<file path="src/rtl/mux_pkg.sv">
// Shared definitions for the N-to-1 round-robin stream multiplexer.
package mux_pkg;

  localparam logic MODE_FIXED = 1'b0;
  localparam logic MODE_RR    = 1'b1;

  // Index width that never collapses to zero bits.
  function automatic int clog2_min1(input int n);
    return (n < 2) ? 1 : $clog2(n);
  endfunction

endpackage

</file>
<file path="src/rtl/mux_nto1_rr_rr_pick.sv">
// Combinational rotating-priority picker: returns the first requester after ptr,
// wrapping modulo N.
module rr_pick
  import mux_pkg::*;
#(
  parameter  int N  = 8,
  localparam int SW = clog2_min1(N)
) (
  input  logic [N-1:0]  req,
  input  logic [SW-1:0] ptr,
  output logic [SW-1:0] gnt_idx,
  output logic          found
);

  localparam logic [SW:0] N_V = (SW+1)'(N);

  logic [2*N-1:0] req_dbl;
  logic [2*N-1:0] req_rot;
  logic [SW:0]    start;
  logic [SW:0]    off;
  logic [SW:0]    sum;

  // Doubling the vector lets a plain right shift stand in for a rotate.
  assign req_dbl = {req, req};
  assign start   = {1'b0, ptr} + (SW+1)'(1);
  assign req_rot = req_dbl >> start;
  assign found   = |req;

  always_comb begin
    off = '0;
    for (int j = N - 1; j >= 0; j--) begin
      if (req_rot[j]) begin
        off = (SW+1)'(j);
      end
    end
    sum = start + off;
    if (sum >= N_V) begin
      sum = sum - N_V;
    end
    gnt_idx = sum[SW-1:0];
  end

endmodule

</file>
<file path="src/rtl/mux_nto1_rr.sv">
// N-to-1 valid/ready stream multiplexer with fixed-select or round-robin grant
// and a registered, channel-tagged output.
module mux_nto1_rr
  import mux_pkg::*;
#(
  parameter  int N  = 8,
  parameter  int W  = 8,
  localparam int SW = clog2_min1(N)
) (
  input  logic           clk,
  input  logic           rst,
  input  logic [N*W-1:0] in_data,
  input  logic [N-1:0]   in_valid,
  output logic [N-1:0]   in_ready,
  input  logic           mode,
  input  logic [SW-1:0]  sel,
  output logic [W-1:0]   out_data,
  output logic [SW-1:0]  out_ch,
  output logic           out_valid,
  input  logic           out_ready
);

  localparam logic [SW:0] N_V = (SW+1)'(N);

  logic [W-1:0]  ch_data [N];
  logic [W-1:0]  out_data_q, out_data_d;
  logic [SW-1:0] out_ch_q, out_ch_d;
  logic          out_valid_q, out_valid_d;
  logic [SW-1:0] ptr_q, ptr_d;

  logic [SW-1:0] rr_idx;
  logic          rr_found;
  logic          fixed_found;
  logic [SW-1:0] chosen;
  logic          found;
  logic          load_en;
  logic          grant;

  rr_pick #(.N(N)) u_pick (
    .req     (in_valid),
    .ptr     (ptr_q),
    .gnt_idx (rr_idx),
    .found   (rr_found)
  );

  generate
    for (genvar gi = 0; gi < N; gi++) begin : g_chan
      assign ch_data[gi]  = in_data[gi*W +: W];
      assign in_ready[gi] = grant && (chosen == SW'(gi));
    end
  endgenerate

  assign load_en     = !out_valid_q || out_ready;
  assign fixed_found = ({1'b0, sel} < N_V) && in_valid[sel];
  assign chosen      = (mode == MODE_RR) ? rr_idx   : sel;
  assign found       = (mode == MODE_RR) ? rr_found : fixed_found;
  // Reset gates the handshake so nothing is consumed while the register is cleared.
  assign grant       = load_en && found && !rst;

  always_comb begin
    out_valid_d = out_valid_q;
    out_data_d  = out_data_q;
    out_ch_d    = out_ch_q;
    ptr_d       = ptr_q;
    if (load_en) begin
      out_valid_d = grant;
      if (grant) begin
        out_data_d = ch_data[chosen];
        out_ch_d   = chosen;
        if (mode == MODE_RR) begin
          ptr_d = chosen;
        end
      end
    end
  end

  always_ff @(posedge clk or posedge rst) begin
    if (rst) begin
      out_valid_q <= 1'b0;
      out_data_q  <= '0;
      out_ch_q    <= '0;
      ptr_q       <= SW'(N - 1);
    end else begin
      out_valid_q <= out_valid_d;
      out_data_q  <= out_data_d;
      out_ch_q    <= out_ch_d;
      ptr_q       <= ptr_d;
    end
  end

  assign out_data  = out_data_q;
  assign out_ch    = out_ch_q;
  assign out_valid = out_valid_q;

endmodule

</file>
<file path="config.mk">
export PLATFORM = sky130hd
export DESIGN_NAME = mux_nto1_rr
export DESIGN_NICKNAME = d
export VERILOG_FILES = /design/src/rtl/mux_pkg.sv /design/src/rtl/mux_nto1_rr_rr_pick.sv /design/src/rtl/mux_nto1_rr.sv
export SDC_FILE = /design/constraint.sdc
export NUM_CORES = 1
export LEC_CHECK = 0
export CAP_MARGIN = 40
export CORE_AREA = 2 2 74 76
export DETAILED_ROUTE_END_ITERATION = 7
export DIE_AREA = 0 0 76 78
export PLACE_DENSITY_LB_ADDON = 0.05
export REMOVE_ABC_BUFFERS = 1
export SLEW_MARGIN = 20
export SYNTH_ARGS = -nofsm -noshare
export SYNTH_HDL_FRONTEND = slang
export SYNTH_HIERARCHICAL = 1
export SYNTH_SLANG_ARGS = --single-unit
export TNS_END_PERCENT = 20
</file>
<file path="constraint.sdc">
create_clock -name clk -period 7.6 [get_ports clk]
set_input_delay 2.28 -clock clk [delete_from_list [all_inputs] [get_ports clk]]
set_output_delay 2.28 -clock clk [all_outputs]
set_load 0.02 [all_outputs]
</file>
# Word level (Yosys, flattened, before mapping)
# Cells that the tools add are included.
dict set report totals {
  regBits 15
  input_bits 79
  out_inout_bits 20
  wordCells 52
}
dict set report op_classes {
  addsub 3
  magnitude_cmp 3
  n_eq_ne 7
  shifts 1
  n_mux 16
  bitwise_logic 1
  n_reduce_logical 17
}
# op count
set ops {}
lappend ops {{$mux 3} 10}
lappend ops {{$bmux 8 s3} 1}
lappend ops {{$mux 8} 2}
lappend ops {{$shr 16x4->8} 1}
lappend ops {{$eq 3x3->1 const B} 4}
lappend ops {{$logic_and 1x1->1} 10}
lappend ops {{$ge 4x4->1 const B} 2}
lappend ops {{$reduce_or 8->1} 1}
lappend ops {{$eq 3x2->1 const B} 2}
lappend ops {{$add 3x1->4 const B} 1}
lappend ops {{$add 4x3->4} 1}
lappend ops {{$lt 3x4->1 const B} 1}
lappend ops {{$not 3->4} 1}
lappend ops {{$bmux 1 s3} 1}
lappend ops {{$eq 3x1->1 const B} 1}
lappend ops {{$logic_not 3->1} 1}
lappend ops {{$reduce_and 3->1} 1}
lappend ops {{$sub 3x1->3 const B} 1}
lappend ops {{$logic_not 1->1} 2}
lappend ops {{$mux 1} 2}
lappend ops {{$reduce_and 2->1} 1}
lappend ops {{$logic_or 1x1->1} 1}

# Longest topological paths before layout
# Gate-level depths: netlist of run 1.
dict set report logic_depth {
  depth_word 18
  depth_mapped 17
  mapped_depth_nobuf 15
}

# By module
# Netlist of run 1, hierarchy kept.
# mod instances cells_each area_per_inst_um2 seq_area_each_um2
set modules_own_cells {}
lappend modules_own_cells {mux_nto1_rr 1 210 1664.1 379.1}
lappend modules_own_cells {rr_pick 1 46 490.5 0.0}

# Worst setup path after synthesis of run 1
# No wires, ideal clock.
dict set report synth_timing {
  path_kind {input to output}
  startpoint {input in_valid[6]}
  endpoint {output in_ready[4]}
  arrival_time_ns 5.355
  setup_slack_ns -0.035
  cell_stages 15
  path_cell_list {mux4_2 > mux2i_4 > o221ai_1 > a211o_1 > nand3_1 > ha_1 > inv_1 > fa_1 > xor2_1 > xnor2_1 > nand2_1 > clkbuf_1 > o22ai_1 > nand2_1 > nor3_1}
}
dict set report synth_between {
  elab_chain_cells 15
  word_cells_on_any_way 22
}
# item line
set synth_rtl {}
lappend synth_rtl {{start, declared} mux_nto1_rr.sv:13} ;# input logic [N-1:0] in_valid,
lappend synth_rtl {{$shr 16x4->8 (*)} mux_nto1_rr_rr_pick.sv:26} ;# assign req_rot = req_dbl >> start;
lappend synth_rtl {{$mux 3 (7 in a row)} mux_nto1_rr_rr_pick.sv:32} ;# if (req_rot[j]) begin
lappend synth_rtl {{$mux 3 (*)} mux_nto1_rr_rr_pick.sv:32}
lappend synth_rtl {{$add 4x3->4 (*)} mux_nto1_rr_rr_pick.sv:36} ;# sum = start + off;
lappend synth_rtl {{$ge 4x4->1 or $sub 3x1->3 (tied branches)} {mux_nto1_rr_rr_pick.sv:37, mux_nto1_rr_rr_pick.sv:38}}
lappend synth_rtl {{$mux 3 (*)} mux_nto1_rr_rr_pick.sv:37} ;# if (sum >= N_V) begin
lappend synth_rtl {{via rr_idx[2]} mux_nto1_rr.sv:31} ;# logic [SW-1:0] rr_idx;
lappend synth_rtl {{$mux 3 (*)} mux_nto1_rr.sv:55} ;# assign chosen = (mode == MODE_RR) ? rr_idx : sel;
lappend synth_rtl {{$eq 3x3->1 (*)} mux_nto1_rr.sv:49} ;# assign in_ready[gi] = grant && (chosen == SW'(gi));
lappend synth_rtl {{$logic_and 1x1->1 (*)} mux_nto1_rr.sv:49}
lappend synth_rtl {{end, declared} mux_nto1_rr.sv:14} ;# output logic [N-1:0] in_ready,
# Mark *: on every way through the listed nets, which the timed path passes. The rest lies on a longest branch. The select of a mux whose other input is x is not followed.

# Worst setup path after layout of run 1
dict set report layout_timing {
  startpoint {input in_valid[7]}
  endpoint {output in_ready[6]}
}
# Same word-level chain as after synthesis.

==> results.py, run 1 <==
metrics = {
    "status": {
        "status": "finished, final reports clean",
    },
    "finish": {
        "fillers": 439,
        "antenna_cells": 0,
        "area_growth_syn_to_layout_pct": 59.23,
        "final_cells": 435,
        "fin_util_pct": 68.04,
        "final_layout_size_suffix_gt1_share_pct": 25.48,
        "nNetsFinal": 447,
        "finalInstanceArea_sq_um": 3431,
    },
    "synth": {
        "ys_seq_area_share_pct": 17.60,
        "ys_warn_count": 6,
        "synth_area_sq_um": 2155,
        "synthFlopType": "dfrtp_1",
        "synthTopCellsByCount": "26 x nand2_1, 23 x mux2i_1, 19 x a21oi_1, 15 x a221oi_1, 15 x nor2_1",
        "ys_types": 53,
        "yosysTopAreaCellShare_pct": 13.94,
        "yosys.area.top_type": "dfrtp_1",
        "synth_edf_count": 0,
        "synth.ff_latch_count": 15,
        "synth.most_common_cell": "nand2_1",
        "async_flop_share_pct": 100.0,
        "synthTopCellsByArea": "dfrtp_1 14%, mux2i_1 11%, mux4_2 8.4%, a221oi_1 6.1%, nand2_1 4.5%",
        "synth_area_per_cell_sq_um": 8.416,
        "syn_inst": 256,
    },
    "clock_tree": {
        "clk_pin_slew_ns": 0.07,
        "htree_levels": 1,
        "insertion_delay_ns": 0.26,
        "clockBufferDepth": 2,
        "cts_hold_buffers": 0,
        "cts_buffers": 3,
        "cts_tree": "built",
        "cts_sinks": 15,
        "root_buffer": "clkbuf_8",
    },
    "setup_path": {
        "start_kind": "input pin",
        "crit_buf_inv": 3,
        "r2r_cells": 15,
        "cp-end-kind": "output pin",
        "cp_slowest_cell": "mux4_2",
        "path_depth": 16,
        "crit_family": "multiplexers",
        "cp_cell_sequence": "buf_2 -> mux4_2 -> mux2i_4 -> o221ai_2 -> a211o_1 -> nand3_2 -> ha_4 -> inv_4 -> fa_2 -> xor2_2 -> xnor2_2 -> nand2_1 -> o22ai_1 -> nand2_1 -> nor3_2 -> buf_4",
        "timing.critical_path.mode_cell": "nand2_1",
        "required_ns": 5.32,
        "cp_max_fo": 6,
        "cpPeakStageDelay_ns": 0.51,
        "critical_path_arrival_ns": 5.32,
        "critPathKind": "input pin to output pin",
    },
    "timing": {
        "slew_viol_final": 0,
        "rsz0062_at_grt": "true",
        "relSlewSlack_pct": 52.16,
        "period_needed_ns": 7.599,
        "fin_skew_ns": 0.003401,
        "tightest_slew_ns": 0.7175,
        "setup_viol": 0,
        "fmax_mhz": 131.6,
        "fin_setup_tns_ns": 0,
        "finalHoldViolations": 0,
        "finalCritPeriodShare_pct": 99.99,
    },
    "grt": {
        "grt-ovfl-total": 0,
        "grt_pass1_wl_mm": 12.29,
        "grt_max_degree": 26,
        "antenna_found_initial": 0,
        "grt_pass1_vias": 2570,
        "grtUsageTotal_pct": 25.31,
    },
    "placement": {
        "port_buffers": 98,
        "dp.cells": 428,
        "hpwlAfterDp_mm": 5.748,
        "placed_area_sq_um": 3316,
        "gp_congestion": 0.8364,
    },
    "routing": {
        "drt_iter0_drc": 121,
        "viasPerCell": 5.786,
        "drc": 0,
        "vias": 2517,
        "wl_per_cell_um": 17.28,
        "routed_wl_mm": 7.516,
        "first_pass_iters": 4,
        "ant_nets": 0,
    },
    "power_and_ir_drop": {
        "peakVddDrop_uv": 216.6,
        "p_total_w": 0.001506,
        "power_density_nw_per_um2": 439.1,
        "p_leak_nw": 1.441,
    },
    "floorplan": {
        "die_w_um": 76,
        "core-area_sq_um": 5042,
        "rows": 26,
        "die_y_um": 78,
        "io_pins": 99,
        "start_util_pct": 42.73,
        "die_area_sq_um": 5928,
    },
    "flow_run": {
        "cap_violations": 0,
    },
    "min_path": {
        "hold_depth": 2,
        "hold_path.class": "register to register",
    },
}
==> final timing paths <==
path,slack (ns),startpoint,endpoint
worst min-delay path,0.48,out_ch[1],out_ch[1]
max in group asynchronous,4.72,rst,out_data[0]
min in group asynchronous,2.47,rst,out_valid
worst min register to register,0.48,out_ch[1],out_ch[1]
worst max-delay path,0.001,in_valid[7],in_ready[6]
worst max register to register,3.20,ptr_q[1],out_data[7]
==> power breakdown <==
part / total [W] / switching, W / internal (W)
Combinational: 0.00126 / 0.000624 / 0.000638
Sequential: 0.000176 / 0.0000519 / 0.000125
Clock: 0.0000686 / 0.0000322 / 0.0000364
==> cell families (layout without fill, tap and decap cells) <==
kind of cell / Yosys count / after routing / synth area share, %
AO/OA/AOI/OAI: 82 / 82 / 28.22
AND/OR/NAND/NOR: 82 / 82 / 18.47
multiplexers: 44 / 44 / 27.24
buffers and inverters: 29 / 138 / 6.155
flip-flops: 15 / 15 / 17.60
adder cells (fa/ha/maj): 2 / 2 / 1.510
XOR/XNOR: 2 / 2 / 0.8132
==> what timing repair did <==
| item | CTS | global route |
|---|---|---|
| endpoints found under the setup margin | 8 | 8 |
| resized for setup | 72 | 29 |
| pin swaps | 7 | 13 |
| setup buffers | 1 | 2 |
==> sequential cells by signal (all words and copies together), names as in the netlist <==
signal / cells
ptr_q: 3
out_ch: 3
out_valid: 1
out_data: 8
==> per-layer routing <==
layer / GRT usage, % / routed length (um) / vias to the layer above
met5: 0 / 0 / -
li1: - / - / 1213
met2: 47.50 / 3919 / 99
met4: 4.000 / 51 / 0
met1: 30.48 / 2967 / 1198
met3: 5.000 / 578 / 7
==> cell type report <==
type / instances / area (sq um) / share of cell area (%)
Clock inverter: 1 / 5.005 / 0.1459
Timing Repair Buffer: 128 / 1160 / 33.81
Inverter: 6 / 25.02 / 0.7294
Multi-Input combinational cell: 212 / 1733 / 50.51
Clock buffer: 3 / 41.29 / 1.204
Tap cell: 70 / 87.58 / 2.553
Sequential cell: 15 / 379.1 / 11.05
==> cell usage in the layout (no fill, tap or decap), types with 2 or more instances in the layout <==
| cell | count |
|---|---|
| dfrtp_1 | 12 |
| or2_2 | 2 |
| clkbuf_2 | 4 |
| mux4_2 | 9 |
| o21ai_0 | 6 |
| nor3b_1 | 2 |
| a221oi_1 | 15 |
| o22ai_1 | 2 |
| mux2_2 | 5 |
| nand2_1 | 25 |
| mux2i_1 | 22 |
| a2bb2oi_1 | 10 |
| nand2b_1 | 4 |
| clkdlybuf4s50_1 | 82 |
| nand3_1 | 5 |
| a22oi_1 | 6 |
| nor3_2 | 5 |
| buf_2 | 3 |
| a22o_1 | 8 |
| mux2_1 | 4 |
| nor4_1 | 2 |
| buf_6 | 3 |
| nor2_1 | 15 |
| and3_1 | 3 |
| buf_4 | 36 |
| mux2_4 | 2 |
| a21o_1 | 3 |
| nor3_1 | 6 |
| o2bb2ai_1 | 3 |
| nor2b_1 | 2 |
| a21oi_1 | 19 |
| inv_1 | 4 |
| dfstp_2 | 3 |
| clkbuf_8 | 3 |
| a41o_1 | 2 |
==> stage by stage <==
| step | worst slack, ns | hold WS (ns) |
|---|---|---|
| floorplan | -0.006446 | 0.5401 |
| global placement | -0.7815 | 0.4642 |
| detailed placement | -0.8872 | 0.4747 |
| CTS | 0.004859 | 0.4913 |
| global route | -0.1386 | 0.5206 |
| finish | 0.001101 | 0.4832 |
==> worst min-delay path, delay by kind of cell (launching register included) <==
kind | cells | cell delay, ns
AOI/OAI and AO/OA | 1 | 0.06
DFF | 1 | 0.35
and+or+nand+nor | 1 | 0.04
Note: power is estimated with default switching activity, not from simulation.
==> inputs of run 2 (changes only) <==
--- a/config.mk
+++ b/config.mk
@@ -6,14 +6,14 @@
 export NUM_CORES = 1
 export LEC_CHECK = 0
 export CAP_MARGIN = 40
-export CORE_AREA = 2 2 74 76
+export CORE_AREA = 2 2 90 92
 export DETAILED_ROUTE_END_ITERATION = 7
-export DIE_AREA = 0 0 76 78
+export DIE_AREA = 0 0 92 94
+export GPL_ROUTABILITY_DRIVEN = 0
 export PLACE_DENSITY_LB_ADDON = 0.05
 export REMOVE_ABC_BUFFERS = 1
 export SLEW_MARGIN = 20
 export SYNTH_ARGS = -nofsm -noshare
 export SYNTH_HDL_FRONTEND = slang
-export SYNTH_HIERARCHICAL = 1
 export SYNTH_SLANG_ARGS = --single-unit
 export TNS_END_PERCENT = 20
==> run 2 against run 1 <==
  * Global-route usage shrank 11 points
  * Critical path type unchanged
  * Flip-flop and latch count is the same
  * Sequential power is essentially flat
  * Setup slack gained 0.16 ns
  * Final cell count shrank 5.1%
  * Register-to-register slack gained 0.03 ns
  * Fmax grew 2.2%
  * Clock skew shrank 0.0012 ns
==> results.py, run 2 <==
metrics = {
    "grt": {
        "grt-ovfl-total": 0,
        "grt_use_met2_pct": 23.90,
        "busiest_layer": "met2",
        "grt_pass1_vias": 2097,
        "grt_pass1_wl_mm": 9.811,
        "grtUsageMet3_pct": 4.334,
        "grt_max_degree": 26,
        "antenna_found_initial": 0,
        "use_met1_pct": 17.91,
        "grtUsageTotal_pct": 14.26,
    },
    "setup_path": {
        "critPathKind": "input pin to output pin",
        "critical_path_arrival_ns": 5.16,
        "start_kind": "input pin",
        "cp_max_fo": 5,
        "cp-end-kind": "output pin",
        "rrSetupSlack_ns": 3.23,
        "crit_buf_inv": 2,
        "cpPeakStageDelay_ns": 0.49,
        "crit_family": "compound AO/OA/AOI/OAI gates",
        "r2r-end": "out_data[0]",
        "r2r_start": "ptr_q[1]",
        "required_ns": 5.32,
        "cp_slowest_cell": "clkdlybuf4s50_1",
        "cp_cell_sequence": "clkdlybuf4s50_1 -> mux2i_1 -> mux2i_1 -> a21boi_2 -> o32ai_1 -> a221o_1 -> ha_2 -> fa_2 -> xnor2_4 -> o21a_4 -> nor3_1 -> buf_2",
        "r2r_cells": 14,
        "timing.critical_path.mode_cell": "mux2i_1",
    },
    "floorplan": {
        "core-area_sq_um": 7607,
        "start_util_pct": 24.62,
        "io_pins": 99,
        "die_w_um": 92,
        "die_area_sq_um": 8648,
        "rows": 32,
        "die_y_um": 94,
    },
    "placement": {
        "pre_cts_ws_ns": -0.5306,
        "port_buffers": 98,
        "hpwlAfterDp_mm": 5.038,
    },
    "routing": {
        "viasPerCell": 4.831,
        "drc": 0,
        "routed_wl_mm": 6.105,
        "vias": 1995,
        "wl_per_cell_um": 14.78,
        "drt_iter0_drc": 59,
        "ant_nets": 0,
        "first_pass_iters": 4,
    },
    "timing": {
        "fmax_mhz": 134.4,
        "tightest_slew_ns": 0.6263,
        "whs_ns": 0.4929,
        "worst_slack_ns": 0.1618,
        "relSlewSlack_pct": 58.20,
        "finalCritPeriodShare_pct": 97.87,
        "period_needed_ns": 7.438,
        "slew_viol_final": 0,
        "finalHoldViolations": 0,
        "fin_skew_ns": 0.002178,
        "setup_viol": 0,
    },
    "finish": {
        "most-common-layout-cells": "85 x clkdlybuf4s50_1, 35 x buf_4, 27 x nand2_1",
        "fillers": 754,
        "layout.area.seq_sq_um": 379.1,
        "nNetsFinal": 393,
        "area_growth_syn_to_layout_pct": 74.08,
        "final_common_cell": "clkdlybuf4s50_1",
        "multiInputGateArea_sq_um": 1451,
        "largest_reg_flops": 8,
        "antenna_cells": 0,
        "final_layout_size_suffix_gt1_share_pct": 31.83,
    },
    "synth": {
        "synth_edf_count": 0,
        "async_flop_share_pct": 100.0,
        "syn_inst": 192,
        "synthTopCellsByArea": "mux4_2 22%, dfrtp_1 16%, mux2i_1 5.9%, nand2_1 5.4%, o221ai_2 4.8%",
        "ys_types": 52,
        "yosysTopAreaCellShare_pct": 21.64,
        "synth.ff_latch_count": 15,
        "yosys.area.top_type": "mux4_2",
        "synthFlopType": "dfrtp_1",
        "synthTopCellsByCount": "27 x nand2_1, 18 x mux4_2, 15 x inv_1, 12 x dfrtp_1, 11 x mux2i_1",
        "synth_area_per_cell_sq_um": 9.755,
        "ys_seq_area_share_pct": 20.24,
        "synth_area_sq_um": 1873,
        "synth.most_common_cell": "nand2_1",
        "ys_warn_count": 0,
    },
    "power_and_ir_drop": {
        "pwr-share-seq_pct": 15.8,
        "peakVddDrop_uv": 138.8,
        "pwr-share-comb_pct": 78.3,
        "power.share.switching_pct": 42.69,
        "switching_power_w": 0.0004732,
        "p_total_w": 0.001108,
        "clockPowerShare_pct": 5.9,
        "p_leak_nw": 1.277,
        "power_density_nw_per_um2": 339.9,
        "internal_power_w": 0.0006353,
    },
    "status": {
        "status": "finished, final reports clean",
    },
    "clock_tree": {
        "clk_pin_slew_ns": 0.06,
        "cts_hold_buffers": 0,
        "root_buffer": "clkbuf_8",
        "cts_buffers": 3,
        "cts_sinks": 15,
        "insertion_delay_ns": 0.24,
        "clockBufferDepth": 2,
        "cts_tree": "built",
        "htree_levels": 1,
    },
    "flow_run": {
        "cap_violations": 0,
    },
    "min_path": {
        "worstHoldStart": "out_valid",
        "hold_depth": 2,
        "whs_endpoint": "out_valid",
        "hold_path.class": "register to register",
    },
}
run 2: cell count changes in the layout (fill, tap and decap cells not counted), sizes merged, moves of 8 or more:
cell and delta:
a21oi -15, a221oi -15, a2bb2oi -10, inv +10
mux2i -13, mux4 +9, nor2 -11, o221ai +8
run 2: worst max path at each step:
stage | slack [ns] | end | start | cells past startpoint
6_report | 0.16 | in_ready[1] | in_valid[6] | 12
3_3_place_gp | -0.50 | in_ready[3] | in_valid[7] | 12
4_1_cts | 0.001 | in_ready[4] | in_valid[3] | 13
3_5_place_dp | -0.53 | in_ready[3] | in_valid[7] | 12
5_1_grt | -0.09 | in_ready[5] | in_valid[6] | 12
2_1_floorplan | -0.52 | in_ready[0] | in_valid[5] | 10
run 2: stage by stage:
stage	area, sq um	util, %	instances	setup TNS (ns)
5_1_grt	3261	42.86	413	-0.1135
3_5_place_dp	3153	41.45	408	-3.950
3_3_place_gp	3153	41.45	408	-3.824
2_1_floorplan	1795	-	177	-2.093
4_1_cts	3201	42.07	412	0
6_report	3261	42.86	413	0
run 2: worst register-to-register path, cell delays in order (launching register included):
cell	delay, ns
dfstp_2	0.84
mux2_2	0.42
nor2_1	0.09
a21oi_1	0.07
a21boi_2	0.17
o32ai_1	0.09
a221o_1	0.32
ha_2	0.19
fa_2	0.48
buf_4	0.16
mux2i_4	0.25
buf_4	0.36
mux4_2	0.56
o2111ai_1	0.13
o221ai_2	0.13
run 2: power by group through the flow:
stage | Combinational, W | Clock (W) | Sequential, W
after floorplan | 0.000479 | 0 | 0.000199
after global placement | 0.000859 | 0 | 0.000172
after detailed placement | 0.000852 | 0 | 0.000172
after CTS | 0.000856 | 0.0000694 | 0.000172
after global routing | 0.000945 | 0.0000730 | 0.000184
final | 0.000868 | 0.0000650 | 0.000175
run 2: cell families (layout without fill, tap and decap cells):
| kind of cell | after synthesis | count (layout) | share of synthesized area, % |
|---|---|---|---|
| buf+inv | 31 | 150 | 7.348 |
| flops | 15 | 15 | 20.24 |
| fa+ha+maj | 3 | 3 | 2.471 |
| mux | 33 | 33 | 30.13 |
| simple gates | 61 | 61 | 16.17 |
| compound gates | 48 | 48 | 22.18 |
| xor+xnor | 1 | 1 | 1.470 |
run 2: final cells by class:
cell class,count,area share [%]
clock buffer,4,1.381
inverter,16,1.842
multi-input combinational,146,44.51
sequential,15,11.63
tap,102,3.914
timing repair buffer,130,36.72
run 2: per-layer routing:
layer	part of all wire (%)	vias to the layer above	wire length [um]
li1	-	985	-
met1	43	935	2654
met2	48	73	2911
met3	7.9	2	484
met4	0.90	0	55
met5	0	-	0
run 2: timing repair:
action,4_1_cts,5_1_grt
gates resized for setup,35,33
setup endpoints to repair,8,8
pin swaps,0,6
setup buffers,0,1
==> inputs of run 3 (changes only) <==
--- a/config.mk
+++ b/config.mk
@@ -6,9 +6,9 @@
 export NUM_CORES = 1
 export LEC_CHECK = 0
 export CAP_MARGIN = 40
-export CORE_AREA = 2 2 90 92
+export CORE_AREA = 2 2 74 112
 export DETAILED_ROUTE_END_ITERATION = 7
-export DIE_AREA = 0 0 92 94
+export DIE_AREA = 0 0 76 114
 export GPL_ROUTABILITY_DRIVEN = 0
 export PLACE_DENSITY_LB_ADDON = 0.05
 export REMOVE_ABC_BUFFERS = 1
==> run 3 against run 2 <==
  * Flip-flop and latch count is the same
  * Sequential power about the same
  * Combinational power is 7.0% lower
  * Non-clock buffer count decreased by 4
  * Fmax shrank 0.67%
  * Clock skew grew 0.00074 ns
  * Sequential share of layout area grew 0.21 points
  * Count of clock-buffer cells in the layout unchanged
  * Utilization down 1.6 points
  * Die area rose by 0.19%
  * Worst hold slack better by 0.0034 ns
  * Global-route usage grew 1.9 points
  * Critical path type unchanged
  * Critical endpoint unchanged
==> results.py, run 3 (synthesis gave the netlist of run 2 again) <==
metrics = {
    "timing": {
        "finalHoldViolations": 0,
        "fmax_mhz": 133.5,
        "tightest_slew_ns": 0.6281,
        "relSlewSlack_pct": 58.08,
        "slew_viol_final": 0,
        "finalCritPeriodShare_pct": 98.53,
        "setup_viol": 0,
        "rsz0062_at_grt": "true",
        "period_needed_ns": 7.489,
        "fin_skew_ns": 0.002913,
    },
    "min_path": {
        "hold_path.class": "register to register",
        "worstHoldStart": "out_valid",
    },
    "grt": {
        "antenna_found_initial": 0,
        "grt-ovfl-total": 0,
        "use_met1_pct": 15.95,
        "grt_pass1_wl_mm": 11.18,
        "grtUsageMet3_pct": 2.611,
        "busiest_layer": "met2",
        "grt_max_degree": 29,
        "grt_use_met2_pct": 34.11,
        "grt_pass1_vias": 2186,
        "grtUsageTotal_pct": 16.20,
    },
    "routing": {
        "first_pass_iters": 4,
        "viasPerCell": 4.934,
        "drc": 0,
        "wl_per_cell_um": 16.72,
        "drt_iter0_drc": 66,
        "routed_wl_mm": 6.887,
        "vias": 2033,
        "ant_nets": 0,
    },
    "setup_path": {
        "critPathKind": "input pin to output pin",
        "cp_max_fo": 5,
        "cp_cell_sequence": "clkdlybuf4s50_1 -> mux2_2 -> nor2_1 -> a21oi_1 -> a21boi_1 -> o32ai_1 -> a221o_1 -> ha_1 -> fa_2 -> xnor2_4 -> o21a_2 -> nor3_1 -> buf_2",
        "start_kind": "input pin",
        "required_ns": 5.32,
        "cp_slowest_cell": "clkdlybuf4s50_1",
        "r2r_start": "ptr_q[1]",
        "critPathLaunch": "in_valid[5]",
        "cpPeakStageDelay_ns": 0.44,
        "cp-end-kind": "output pin",
        "rrSetupSlack_ns": 3.33,
        "critical_path_arrival_ns": 5.21,
    },
    "finish": {
        "antenna_cells": 0,
        "largest_reg_flops": 8,
        "final_common_cell": "clkdlybuf4s50_1",
        "final_layout_size_suffix_gt1_share_pct": 28.01,
        "finalInstanceArea_sq_um": 3202,
        "final_cells": 412,
        "area_growth_syn_to_layout_pct": 70.94,
        "fillers": 783,
        "most-common-layout-cells": "89 x clkdlybuf4s50_1, 30 x buf_4, 27 x nand2_1",
        "nNetsFinal": 389,
        "fin_util_pct": 41.27,
    },
    "status": {
        "status": "finished, final reports clean",
    },
    "placement": {
        "port_buffers": 98,
        "placed_area_sq_um": 3134,
        "hpwlAfterDp_mm": 5.709,
        "dp.cells": 408,
    },
    "clock_tree": {
        "root_buffer": "clkbuf_16",
        "cts_hold_buffers": 0,
        "htree_levels": 1,
        "cts_sinks": 15,
        "clk_pin_slew_ns": 0.05,
        "insertion_delay_ns": 0.25,
        "cts_resized": 29,
        "cts_tree": "built",
        "cts_buffers": 3,
        "post_cts_buffers": 0,
        "clockBufferDepth": 2,
    },
    "floorplan": {
        "io_pins": 99,
        "core-area_sq_um": 7757,
        "rows": 40,
        "die_w_um": 76,
        "die_y_um": 114,
        "die_area_sq_um": 8664,
        "start_util_pct": 24.15,
    },
    "power_and_ir_drop": {
        "peakVddDrop_uv": 144.5,
        "p_leak_nw": 1.239,
        "power_density_nw_per_um2": 339.6,
    },
    "flow_run": {
        "cap_violations": 0,
    },
}
-- run 3: cell count changes in the layout (fill, tap and decap cells not counted), sizes merged --
cell and delta:
dlymetal6s2s -3, clkdlybuf4s50 +4, clkbuf +3, dlygate4sd2 -1
buf -7
-- run 3: worst paths after layout --
kind | end | cells after the start
min | out_valid | 2
max | in_ready[1] | 13
min in group asynchronous | out_data[5] | 2
min reg2reg | out_valid | 2
max in group asynchronous | out_data[7] | 2
max reg2reg | out_data[1] | 14
-- run 3: power by group --
group,switching [W],internal (W)
Combinational,0.000377,0.000430
Sequential,0.0000534,0.000122
Clock,0.0000336,0.0000712
Total,0.000464,0.000623
-- run 3: layout make-up --
cell class	count	area (sq um)	area share, %
multi-input cells	146	1394	43.53
repair buffers	126	1159	36.19
flip-flops and latches	15	379.1	11.84
well taps	105	131.4	4.103
clock buffers	4	78.83	2.462
inverters	16	60.06	1.876
-- run 3: worst max-delay path: cells and delay by family --
kind                       cells  cell delay (ns)
buffers and inverters          2             0.64
and+or+nand+nor                2             0.31
AOI/OAI and AO/OA              5             0.93
adders and majority gates      2             0.60
muxes                          1             0.29
xor gates and xnor gates       1             0.16
-- run 3: per-layer routing --
layer	vias to the layer above	share of wire, %
met3	9	4.8
met5	-	0
li1	978	-
met4	0	1.6
met1	970	37
met2	76	57
-- run 3: stage by stage --
step                hold slack [ns]   power, W  setup WS, ns  setup TNS [ns]
floorplan                    0.5916  0.0006780       -0.5232          -2.093
global placement             0.4831  0.0009932       -0.4429          -3.162
detailed placement           0.4869  0.0009936       -0.5084          -3.517
CTS                          0.5026   0.001105      -0.02049        -0.02049
global route                 0.5259   0.001174      -0.01763        -0.03613
finish                       0.4963   0.001087        0.1114               0
==> edit 1, RTL diff (config.mk and constraints of run 1) <==
`out_data_q` no longer has a reset.
--- a/src/rtl/mux_nto1_rr.sv
+++ b/src/rtl/mux_nto1_rr.sv
@@ -78,13 +78,15 @@
     if (rst) begin
       out_valid_q <= 1'b0;
-      out_data_q  <= '0;
       out_ch_q    <= '0;
       ptr_q       <= SW'(N - 1);
     end else begin
       out_valid_q <= out_valid_d;
-      out_data_q  <= out_data_d;
       out_ch_q    <= out_ch_d;
       ptr_q       <= ptr_d;
     end
+  end
+
+  always_ff @(posedge clk) begin
+    out_data_q <= out_data_d;
   end
 
Formal check against the unedited RTL: differs if rst is asserted again (counterexample within 4 cycles, from zero or initial values and one cycle with rst high); with rst held inactive, the same outputs for 10 cycles.
==> edit 1 against run 1 <==
Sequential cell count unchanged. Sequential power increased by 13%. Area after synthesis decreased by 13%. Utilization decreased by 6.4 points. Worst setup slack improved by 0.091 ns. Non-clock buffer count decreased by 5. Die area unchanged. Hold slack improved by 0.025 ns. Power decreased by 7.1%. Register-to-register slack improved by 0.08 ns. Design area decreased by 9.4%. Routed wire length decreased by 34%. Critical endpoint unchanged. Largest cell class unchanged. Largest power group unchanged.
==> edit 1: results <==
[placed_design]
routabilityCongestion = 0.750
pre_cts_slack_ns = -0.873
hpwl_um = 4030
post-place-cells = 343

[finish]
fin_cells = 350
final_core_util_pct = 61.6
layout-drive-gt1-share_pct = 34.3

[power_and_ir_drop]
irDropWorstVdd_mv = 0.211
p_leak_uw = 0.00131
pg_seq_uw = 199
switching_power_uw = 596
powerClk_uw = 67.1
power.density_nw_per_um2 = 450

[logic_synthesis]
ys_top_cells_by_area = "mux2i_1 (31%), edfxtp_1 (13%), mux2_2 (10%), mux4_2 (9.6%), dfrtp_1 (5.3%)"
ys_types = 39
synth_common_cells = "mux2i_1 (59), mux2_2 (17), nand2_1 (9)"
synth_seq_area_share_pct = 22.3
synth-edff-count = 8
async_reset_ff_share_pct = 46.7

[routing]
routedWlPerCell_um = 14.2
wl_met2_um = 2580
via_per_inst = 5.03
drt-met1-wl_um = 2010
drtIter0Drc = 38

[timing]
max_slew_margin_pct = 52.7
finClkSkew_ns = 0.00342

[critical_path]
arrival_ns = 5.23
reg2reg_to = "out_data[2]"
cp-startpoint = "in_valid[6]"
cp_max_fo = 5

[worst_hold_path]
hold_depth = 1
min_from = "out_ch[2]"
whs_endpoint = "out_ch[2]"

[global_routing]
grt_max_degree = 20
use_met2_pct = 31.0
first_global_vias = 1831
grt_pass1_wl_um = 8580
met3_usage_pct = 3.14
track_usage_pct = 17.4

[outcome]
outcome = "complete, no violations"
## edit 1: worst max path at each step
stage / endpoint / slack (ns) / cells past startpoint
after global placement: in_ready[2] / -0.83 / 15
after floorplan: in_ready[0] / -2.14 / 11
after CTS: in_ready[1] / -0.03 / 16
final: in_ready[6] / 0.09 / 15
after detailed placement: in_ready[2] / -0.87 / 15
after global routing: in_ready[2] / -0.04 / 16
## edit 1: area by class of cell
cell class	instances	area (sq um)	area share (%)
clock buffers	3	41.3	1.33
inverters	9	33.8	1.09
well taps	70	87.6	2.82
repair buffers	123	1100	35.5
multi-input cells	129	1410	45.5
flip-flops and latches	15	419	13.5
clock inverters	1	7.51	0.242
## edit 1: kinds of logic after synthesis
logic type      synth area share, %
mux                            53.9
simple gates                   8.21
buf+inv                        6.87
flops                          22.3
compound gates                 6.00
xor+xnor                      0.934
fa+ha+maj                      1.73
## edit 1: what timing repair did
action,in CTS,in global routing
hold buffers,0,0
buffers inserted,0,4
pin swaps,6,5
resized for setup,73,16
setup endpoints to repair,8,7
==> edit 2, RTL diff (config.mk and constraints of run 1) <==
Made on the original files. The parameter `W` goes from 8 to 12.
--- a/src/rtl/mux_nto1_rr.sv
+++ b/src/rtl/mux_nto1_rr.sv
@@ -5,5 +5,5 @@
 #(
   parameter  int N  = 8,
-  parameter  int W  = 8,
+  parameter  int W  = 12,
   localparam int SW = clog2_min1(N)
 ) (
Interface: changed (resized in_data and out_data); port bits go from 99 to 135. No check against the original RTL was run, so the function may have changed too.
==> edit 2 against run 1 <==
The flow now finishes with violations (setup timing). Power grew 19%. Clock power grew 1%. Area after synthesis grew 2.3%. Worst setup slack lost 0.13 ns. Global-route usage grew 1.2 points. Design area grew 14%. Fmax shrank 1.6%. Sequential cell count grew 4. Final cell count grew 22%. Routed wire length grew 7.3%. Register-to-register slack lost 0.16 ns. Largest cell class unchanged. Sequential power grew 24%. Die area is the same.
==> edit 2: results <==
[power_and_ir_drop]
p_comb_uw = 1510
p_sw_share_pct = 48.3
p_leak_uw = 0.00167

[outcome]
outcome = "complete, but fails checks"
failed_checks = "setup timing"

[logic_synthesis]
synth_seq_area_share_pct = 21.7
yosys.area.top_type = "nand2_1"
synth.avg_cell_area_sq_um = 7.11
ys_types = 41

[critical_path]
reg2reg_to = "out_data[9]"
cp_slowest_stage_delay_ns = 0.48
regToRegSetupSlack_ns = 3.04
cp_max_fo = 5
arrival_ns = 5.44
cp-startpoint = "in_valid[6]"

[timing]
layout_setup_ws_ns = -0.125
finalSetupTns_ns = -0.495
setup_viol = 6

[global_routing]
grt_pass1_wl_um = 12900
grt_max_degree = 50
use_met2_pct = 51.2
met3_usage_pct = 5.47

[placed_design]
pre_cts_slack_ns = -1.13
place_area_sq_um = 3710

[routing]
drt-met1-wl_um = 2880
routedWlPerCell_um = 15.2

[finish]
largest_reg_flops = 12

[worst_hold_path]
whs_endpoint = "out_data[3]"
min_from = "out_data[3]"
==> edit 2: timing repair <==
action / in CTS / in global routing
buffers inserted: 6 / 5
pin swaps: 6 / 8
endpoints found under the setup margin: 8 / 8
gates resized for setup: 80 / 34
==> edit 2: final cells by class <==
class	count	share of cell area [%]
Inverter	8	0.765
Timing Repair Buffer	169	41.3
Clock buffer	4	1.15
Tap cell	70	2.23
Sequential cell	19	12.2
Multi-Input combinational cell	261	42.4
==> edit 2: kinds of logic (layout without fill, tap and decap cells) <==
logic type,count (synthesis),in the layout,share of synthesized area [%]
AOI/OAI and AO/OA,24,24,7.38
xor gates and xnor gates,2,2,0.795
adders and majority gates,2,2,1.48
buffers and inverters,30,181,7.21
DFF,19,19,21.7
muxes,29,29,20.0
and+or+nand+nor,204,204,41.4
